$ cat config.mk
export PLATFORM = sky130hd
export DESIGN_NAME = pe_mac_seq_flat
export DESIGN_NICKNAME = d
export VERILOG_FILES = /design/src/rtl/pe_mac_seq_pkg.sv /design/src/rtl/pe_mac_seq_if.sv /design/src/rtl/pe_mac_seq.sv /design/src/flat_wrapper.sv
export SDC_FILE = /design/constraint.sdc
export NUM_CORES = 1
export LEC_CHECK = 0
export ABC_AREA = 1
export BUFFER_PORTS_ARGS = -buffer_cell sky130_fd_sc_hd__buf_2
export CAP_MARGIN = 5
export CELL_PAD_IN_SITES_DETAIL_PLACEMENT = 0
export CELL_PAD_IN_SITES_GLOBAL_PLACEMENT = 1
export CORE_MARGIN = 2
export CORE_UTILIZATION = 33
export DETAILED_ROUTE_END_ITERATION = 16
export PLACE_DENSITY = 0.81
export SYNTH_ARGS = -nofsm -noshare
export SYNTH_HDL_FRONTEND = slang
export SYNTH_SLANG_ARGS = --single-unit
$ cat constraint.sdc
create_clock -name clk -period 3.3 [get_ports clk]
set_input_delay 0.165 -clock clk [delete_from_list [all_inputs] [get_ports clk]]
set_output_delay 0.165 -clock clk [all_outputs]
set_load 0.05 [all_outputs]
$ cat src/rtl/pe_mac_seq_pkg.sv
// Shared constants and FSM state type for the pe_mac_seq job sequencer.
// Widths match pe_core so operands and results pass through unchanged.
package pe_mac_seq_pkg;

  localparam int PE_W_IN    = 8;
  localparam int PE_W_ACC   = 24;
  localparam int PE_LEN_W   = 10;
  localparam int PE_LAT_DEF = 4;

  typedef enum logic [2:0] {
    IDLE,
    CLEAR,
    STREAM,
    DRAIN,
    OUT
  } pe_seq_state_t;

endpackage

$ cat src/rtl/pe_mac_seq_if.sv
// Job-side handshakes of pe_mac_seq: cfg (job request), op (operand
// pairs) and res (result), each valid/ready. slave = sequencer view.
interface pe_mac_seq_if
  import pe_mac_seq_pkg::*;
#(
  parameter int W_IN  = PE_W_IN,
  parameter int W_ACC = PE_W_ACC,
  parameter int LEN_W = PE_LEN_W
);

  logic             cfg_valid;
  logic             cfg_ready;
  logic [LEN_W-1:0] cfg_len;
  logic             cfg_relu;

  logic             op_valid;
  logic             op_ready;
  logic [W_IN-1:0]  op_a;
  logic [W_IN-1:0]  op_b;

  logic             res_valid;
  logic             res_ready;
  logic [W_ACC-1:0] res_data;

  modport slave (
    input  cfg_valid, cfg_len, cfg_relu,
    output cfg_ready,
    input  op_valid, op_a, op_b,
    output op_ready,
    output res_valid, res_data,
    input  res_ready
  );

  modport master (
    output cfg_valid, cfg_len, cfg_relu,
    input  cfg_ready,
    output op_valid, op_a, op_b,
    input  op_ready,
    input  res_valid, res_data,
    output res_ready
  );

endinterface

$ cat src/rtl/pe_mac_seq.sv
// Job sequencer in front of pe_core: clear, stream pairs, drain, return.
// Ports: clk, reset, io (cfg/op/res), pe_* to pe_core, pe_results, busy.
module pe_mac_seq
  import pe_mac_seq_pkg::*;
#(
  parameter int W_IN   = PE_W_IN,
  parameter int W_ACC  = PE_W_ACC,
  parameter int LEN_W  = PE_LEN_W,
  parameter int PE_LAT = PE_LAT_DEF
) (
  input  logic             clk,
  input  logic             reset,
  pe_mac_seq_if.slave      io,
  output logic             pe_en,
  output logic             mode_sel,
  output logic             reg_reset,
  output logic [W_IN-1:0]  a_mul,
  output logic [W_IN-1:0]  b_mul,
  input  logic [W_ACC-1:0] pe_results,
  output logic             busy
);

  localparam int DRN_W =
    (PE_LAT > 2) ? $clog2(PE_LAT) : 1;

  pe_seq_state_t    state_q;
  pe_seq_state_t    state_d;
  logic [LEN_W-1:0] cnt_q;
  logic [DRN_W-1:0] drn_q;
  logic             relu_q;
  logic             rv_q;
  logic [W_ACC-1:0] rd_q;

  logic cfg_hs;
  logic op_hs;
  logic last_op;
  logic drn_done;
  logic res_hs;

  assign cfg_hs   = (state_q == IDLE) && io.cfg_valid;
  assign op_hs    = (state_q == STREAM) && io.op_valid;
  assign last_op  = op_hs && (cnt_q == LEN_W'(1));
  assign drn_done = (state_q == DRAIN) && (drn_q == '0);
  assign res_hs   = (state_q == OUT) && io.res_ready;

  assign busy         = (state_q != IDLE);
  // relu_q is frozen for the whole job; pe_core pipelines mode_sel
  assign mode_sel     = busy & relu_q;
  assign io.res_valid = rv_q;
  assign io.res_data  = rd_q;

  always_comb begin
    state_d      = state_q;
    io.cfg_ready = 1'b0;
    io.op_ready  = 1'b0;
    pe_en        = 1'b0;
    reg_reset    = 1'b0;
    a_mul        = '0;
    b_mul        = '0;
    unique case (state_q)
      IDLE: begin
        io.cfg_ready = 1'b1;
        if (io.cfg_valid) begin
          state_d = (io.cfg_len == '0) ? OUT : CLEAR;
        end
      end
      CLEAR: begin
        reg_reset = 1'b1;
        state_d   = STREAM;
      end
      STREAM: begin
        io.op_ready = 1'b1;
        pe_en       = io.op_valid;
        a_mul       = io.op_a;
        b_mul       = io.op_b;
        if (last_op) state_d = DRAIN;
      end
      DRAIN: begin
        if (drn_done) state_d = OUT;
      end
      OUT: begin
        if (io.res_ready) state_d = IDLE;
      end
      default: state_d = IDLE;
    endcase
  end

  always_ff @(posedge clk) begin
    if (reset) begin
      state_q <= IDLE;
      cnt_q   <= '0;
      drn_q   <= '0;
      relu_q  <= 1'b0;
      rv_q    <= 1'b0;
      rd_q    <= '0;
    end else begin
      state_q <= state_d;
      if (cfg_hs) begin
        cnt_q  <= io.cfg_len;
        relu_q <= io.cfg_relu;
        // empty job skips pe_core entirely
        if (io.cfg_len == '0) begin
          rd_q <= '0;
          rv_q <= 1'b1;
        end
      end
      if (op_hs) begin
        cnt_q <= cnt_q - LEN_W'(1);
        if (last_op) drn_q <= DRN_W'(PE_LAT - 1);
      end
      if (state_q == DRAIN) begin
        if (drn_done) begin
          rd_q <= pe_results;
          rv_q <= 1'b1;
        end else begin
          drn_q <= drn_q - DRN_W'(1);
        end
      end
      if (res_hs) rv_q <= 1'b0;
    end
  end

endmodule
$ cat src/flat_wrapper.sv
// flat-port wrapper written by rule: the top's interface ports become plain ports
module pe_mac_seq_flat import pe_mac_seq_pkg::*;
#(
  parameter int W_IN   = PE_W_IN,
  parameter int W_ACC  = PE_W_ACC,
  parameter int LEN_W  = PE_LEN_W,
  parameter int PE_LAT = PE_LAT_DEF
)
  (clk, reset, pe_en, mode_sel, reg_reset, a_mul, b_mul, pe_results, busy, io_cfg_valid, io_cfg_len, io_cfg_relu, io_cfg_ready, io_op_valid, io_op_a, io_op_b, io_op_ready, io_res_valid, io_res_data, io_res_ready);
  pe_mac_seq_if #(.W_IN(W_IN), .W_ACC(W_ACC), .LEN_W(LEN_W)) io_i ();
  input  logic clk;
  input  logic reset;
  output logic pe_en;
  output logic mode_sel;
  output logic reg_reset;
  output logic [W_IN-1:0] a_mul;
  output logic [W_IN-1:0] b_mul;
  input  logic [W_ACC-1:0] pe_results;
  output logic busy;
  input wire logic [$bits(io_i.cfg_valid)-1:0] io_cfg_valid;
  input wire logic [$bits(io_i.cfg_len)-1:0] io_cfg_len;
  input wire logic [$bits(io_i.cfg_relu)-1:0] io_cfg_relu;
  output wire logic [$bits(io_i.cfg_ready)-1:0] io_cfg_ready;
  input wire logic [$bits(io_i.op_valid)-1:0] io_op_valid;
  input wire logic [$bits(io_i.op_a)-1:0] io_op_a;
  input wire logic [$bits(io_i.op_b)-1:0] io_op_b;
  output wire logic [$bits(io_i.op_ready)-1:0] io_op_ready;
  output wire logic [$bits(io_i.res_valid)-1:0] io_res_valid;
  output wire logic [$bits(io_i.res_data)-1:0] io_res_data;
  input wire logic [$bits(io_i.res_ready)-1:0] io_res_ready;
  assign io_i.cfg_valid = io_cfg_valid;
  assign io_i.cfg_len = io_cfg_len;
  assign io_i.cfg_relu = io_cfg_relu;
  assign io_cfg_ready = io_i.cfg_ready;
  assign io_i.op_valid = io_op_valid;
  assign io_i.op_a = io_op_a;
  assign io_i.op_b = io_op_b;
  assign io_op_ready = io_i.op_ready;
  assign io_res_valid = io_i.res_valid;
  assign io_res_data = io_i.res_data;
  assign io_i.res_ready = io_res_ready;
  pe_mac_seq #(.W_IN(W_IN), .W_ACC(W_ACC), .LEN_W(LEN_W), .PE_LAT(PE_LAT)) u_core (.clk(clk), .reset(reset), .io(io_i), .pe_en(pe_en), .mode_sel(mode_sel), .reg_reset(reg_reset), .a_mul(a_mul), .b_mul(b_mul), .pe_results(pe_results), .busy(busy));
endmodule
# ---- After elaboration in Yosys (flattened, before gate mapping)
# Index checks and enable logic that the tools add are counted.
dict set report op_classes {
  n_reduce_logical 12
  shift 0
  magnitude_cmp 0
  div_mod_pow 0
  n_addsub 2
  n_eq_ne 9
  muxes 26
  bitwise 1
  multipliers 0
}
# op n
set ops {}
lappend ops {{two-way mux 24 bit} 4}
lappend ops {{two-way mux 10 bit} 2}
lappend ops {{two-way mux 8 bit} 2}
lappend ops {{two-way mux 3 bit} 5}
lappend ops {{one-hot mux 3 bit (5 select lines)} 1}
lappend ops {{equality test 10 x 1 -> 1 bit (second input constant)} 1}
lappend ops {{zero test 10 bit} 1}
lappend ops {{subtractor 10 x 1 -> 10 bit (second input constant)} 1}
lappend ops {{two-way mux 1 bit} 8}
lappend ops {{two-way mux 2 bit} 4}
lappend ops {{equality test 3 x 2 -> 1 bit (second input constant)} 2}
lappend ops {{logical AND 1 bit} 5}
lappend ops {{inequality test 2 x 1 -> 1 bit (second input constant)} 2}
lappend ops {{inequality test 2 bit (second input constant)} 2}
lappend ops {{AND reduction 4 bit} 1}
lappend ops {{equality test 3 x 1 -> 1 bit (second input constant)} 1}
lappend ops {{equality test 3 bit (second input constant)} 1}
lappend ops {{zero test 3 bit} 1}
lappend ops {{nonzero test 3 bit} 1}
lappend ops {{zero test 2 bit} 1}
lappend ops {{nonzero test 2 bit} 1}
lappend ops {{OR reduction 2 bit} 1}
lappend ops {{subtractor 2 x 1 -> 2 bit (second input constant)} 1}
lappend ops {{AND 1 bit} 1}
dict set report totals {
  mem_bits_ro 0
  mem_count 0
  word_cells 56
  inputBits 56
  output_inout_bits 47
  latchBits 0
  register_bits 41
  ramBits 0
}

# ---- Longest topological paths before layout
dict set report logic_depth {
  ltp_word 7
  mapped_depth 9
  ltp_nobuf 9
}

# ---- Worst setup path before layout
# No wires, ideal clock.
dict set report synth_timing {
  path_type {register to output}
  start {register u_core.state_q[2]}
  end {output a_mul[4]}
  arrival_ns 1.529
  path_stages_with_launch 6
  n_path_buf 2
  required_ns 3.135
  slack_ns 1.606
  path_cell_list {dfxtp_1 -> inv_2 -> nand3_2 -> buf_6 -> clkbuf_1 -> nor2_1}
}
dict set report synth_via {
  elab_chain_len 2
}
# item line_no
set synth_lines {}
lappend synth_lines {{start: declaration} pe_mac_seq.sv:26} ;# pe_seq_state_t state_q;
lappend synth_lines {{start signal: assignment} pe_mac_seq.sv:97} ;# state_q <= state_d;
lappend synth_lines {{equality test 3 x 2 -> 1 bit} pe_mac_seq.sv:60} ;# unique case (state_q)
lappend synth_lines {{two-way mux 8 bit} pe_mac_seq.sv:60}
lappend synth_lines {{end: declaration} flat_wrapper.sv:16} ;# output logic [W_IN-1:0] a_mul;
# Every way passes these cells.

# ---- Worst setup path in the final report
dict set report layout_timing {
  start {register u_core.state_q[2]}
  end {output pe_en}
}
dict set report layout_via {
  elab_chain_len 2
}
# item line_no
set layout_lines {}
lappend layout_lines {{equality test 3 x 2 -> 1 bit} pe_mac_seq.sv:60}
lappend layout_lines {{two-way mux 1 bit} pe_mac_seq.sv:60}
lappend layout_lines {{end: declaration} flat_wrapper.sv:13} ;# output logic pe_en;
# Every way passes these cells.

==> reports/qor.yml <==
outcome:
  status: "complete, no violations"
power:
  ir_worst_vdd_uv: 513.3
  leakage_nw: 1.418
  p_int_mw: 1.206
  p_clk_share_pct: 17.2
  p_switching_mw: 1.286
  swShare_pct: 51.59
  comb_power_share_pct: 55.0
  power_density_mw_per_mm2: 894.0
  finalPower_mw: 2.492
  p_seq_share_pct: 27.8
die:
  die_area_mm2: 0.007155
  coreArea_mm2: 0.006314
  die_h_um: 84.59
  initial_core_util_pct: 33.95
  num_io_pins: 103
  row_count: 29
  die_w_um: 84.59
clocking:
  clock_latency_ns: 0.29
  post_cts_resized: 0
  cts_tree: "done"
  postCtsHoldBufs: 0
  root_buffer: "clkbuf_8"
  clock-sinks: 41
  cts_setup_buffers: 0
  clock_path_buffers: 2
  cts_buffers: 5
  htreeDepth: 2
  clk_pin_slew_ns: 0.08
synth:
  syn_area_mm2: 0.002143
  synth_edf_count: 0
  synth-async-reset-ratio_pct: 0
  synth_common_cells: "nand2_1, dfxtp_1, nor2_1"
  synth-main-ff-cell: "dfxtp_1"
  netlist_instances: 316
  synth_seq_area_share_pct: 38.30
  synthTopCellsByArea: "dfxtp_1, nand2_1, a21oi_1"
  synth_cell_types: 32
  synth_nets: 375
  syn_avg_cell_area_um2: 6.783
  yosys_register_bits: 41
  post-synth-top-count-cell: "nand2_1"
  synth_top_cell_by_area: "dfxtp_1"
  yosysTopAreaCellShare_pct: 38.30
  ys_warn_count: 0
detailed_routing:
  vias: 2281
  viasPerCell: 4.665
  drc: 0
  met2WireLength_mm: 2.559
  met1_length_mm: 2.517
  drt-initial-drc-count: 113
  met3WireLength_um: 410
  finalWirelength_mm: 5.599
  ant_nets: 0
  drt_pre_antenna_iters: 4
  top_layer: "met4"
  wl_per_cell_um: 11.45
place:
  dpl.cell_count: 481
  io_buffers: 102
  gp_congestion: 0.8711
  detailed_place_hpwl_mm: 4.064
  placed_cell_area_mm2: 0.002668
timing:
  hold_viol_final: 0
  maxSlewHeadroom_pct: 43.97
  tns_ns: 0
  worst_pin_slew_ns: 0.8396
  skew_ns: 0.004918
  fin_crit_sh_pct: 59.44
  drv_slew: 0
  finalSetupViolCount: 0
  rsz0062_at_grt: "false"
  fin_crit_ns: 1.962
  fmax_mhz: 509.8
grt:
  grt_max_degree: 50
  grt_pass1_vias: 1943
  grt-ovfl-total: 0
  grt_usage_pct: 15.43
  grt_pass1_wl_mm: 8.983
  antenna_found_initial: 0
critical_path:
  cp_data_required_time_ns: 3.13
  path_max_fanout: 20
  cp.arrival_ns: 1.80
  worst-setup-path-type: "register to output pin"
  cp-start-kind: "register"
  end_kind: "output pin"
finish:
  final_layout_size_suffix_gt1_share_pct: 30.34
  final_util_pct: 44.15
  regArea_um2: 820.8
  fillers: 675
  multi_input_area_mm2: 0.001087
  instances_no_fill: 489
  finalNetCount: 470
  final_area_mm2: 0.002788
  diodes: 0
  syn2layout_area_growth_pct: 30.06
job:
  drv_cap: 0
worst_hold_path:
  min_path_type: "input pin to register"
## sequential cells by signal, indices dropped and copies added (netlist names)
signal and flops:
u_core.relu_q 1, u_core.state_q 3, u_core.drn_q 2, u_core.cnt_q 10, u_core.io.res_valid 1, u_core.io.res_data 24
## layout make-up
cell class / instances / area share, %
repair buffers: 103 / 18.58
multi-input cells: 222 / 39.00
inverters: 38 / 5.206
flip-flops and latches: 41 / 29.44
clock inverters: 2 / 1.347
well taps: 77 / 3.456
clock buffers: 6 / 2.962
## critical path: stages, from the launching register on
cell and delay (ns):
dfxtp_1 0.36, inv_2 0.11, nand3_2 0.38, nor2_8 0.33
buf_2 0.31
## cell families after synthesis
kind of cell    Yosys count  share of synthesized area, %
buf+inv                  53                         10.97
flops                    41                         38.30
compound gates           85                         20.67
xor+xnor                  1                        0.4087
simple gates            133                         27.90
fa+ha+maj                 3                         1.752
## worst paths after layout
check / slack [ns] / endpoint / from / cells after the start
worst max register to register: 1.43 / u_core.cnt_q[7] / u_core.state_q[2] / 8
worst max-delay path: 1.34 / pe_en / u_core.state_q[2] / 4
worst min-delay path: 0.14 / u_core.cnt_q[4] / io_cfg_len[4] / 3
worst min register to register: 0.46 / u_core.io.res_data[14] / u_core.io.res_data[14] / 2
## per-stage QoR
| step | hold slack [ns] | setup WS, ns |
|---|---|---|
| global route | 0.1435 | 1.194 |
| detailed placement | 0.4378 | 1.418 |
| finish | 0.1375 | 1.338 |
| global placement | 0.4341 | 1.507 |
| floorplan | 0.3029 | 1.606 |
| CTS | 0.1238 | 1.302 |
## power groups by stage
stage	sequential, mW	combinational (mW)	clock (mW)
after floorplan	0.891	0.905	0
after global placement	0.700	1.37	0
after detailed placement	0.701	1.37	0
after CTS	0.692	1.38	0.444
after global routing	0.708	1.50	0.466
final	0.693	1.37	0.429
## cells in the final DEF, fill, tap and decap left out, drive strengths merged
cell and instances:
a21oi 39, a22oi 1, a31oi 4, and2 2, buf 103, bufinv 1, clkbuf 6, clkinvlp 1
dfxtp 41, ha 3, inv 38, nand2 70, nand3 12, nand3b 1, nand4 2, nor2 43
nor3 1, o21ai 41, or2 2, xnor2 1
## routing by layer
metal | track usage (%) | vias up
li1 | - | 1203
met4 | 7.215 | 0
met1 | 20.53 | 985
met5 | 0 | -
met3 | 3.638 | 8
met2 | 23.62 | 85
(Power assumes the default switching activity.)
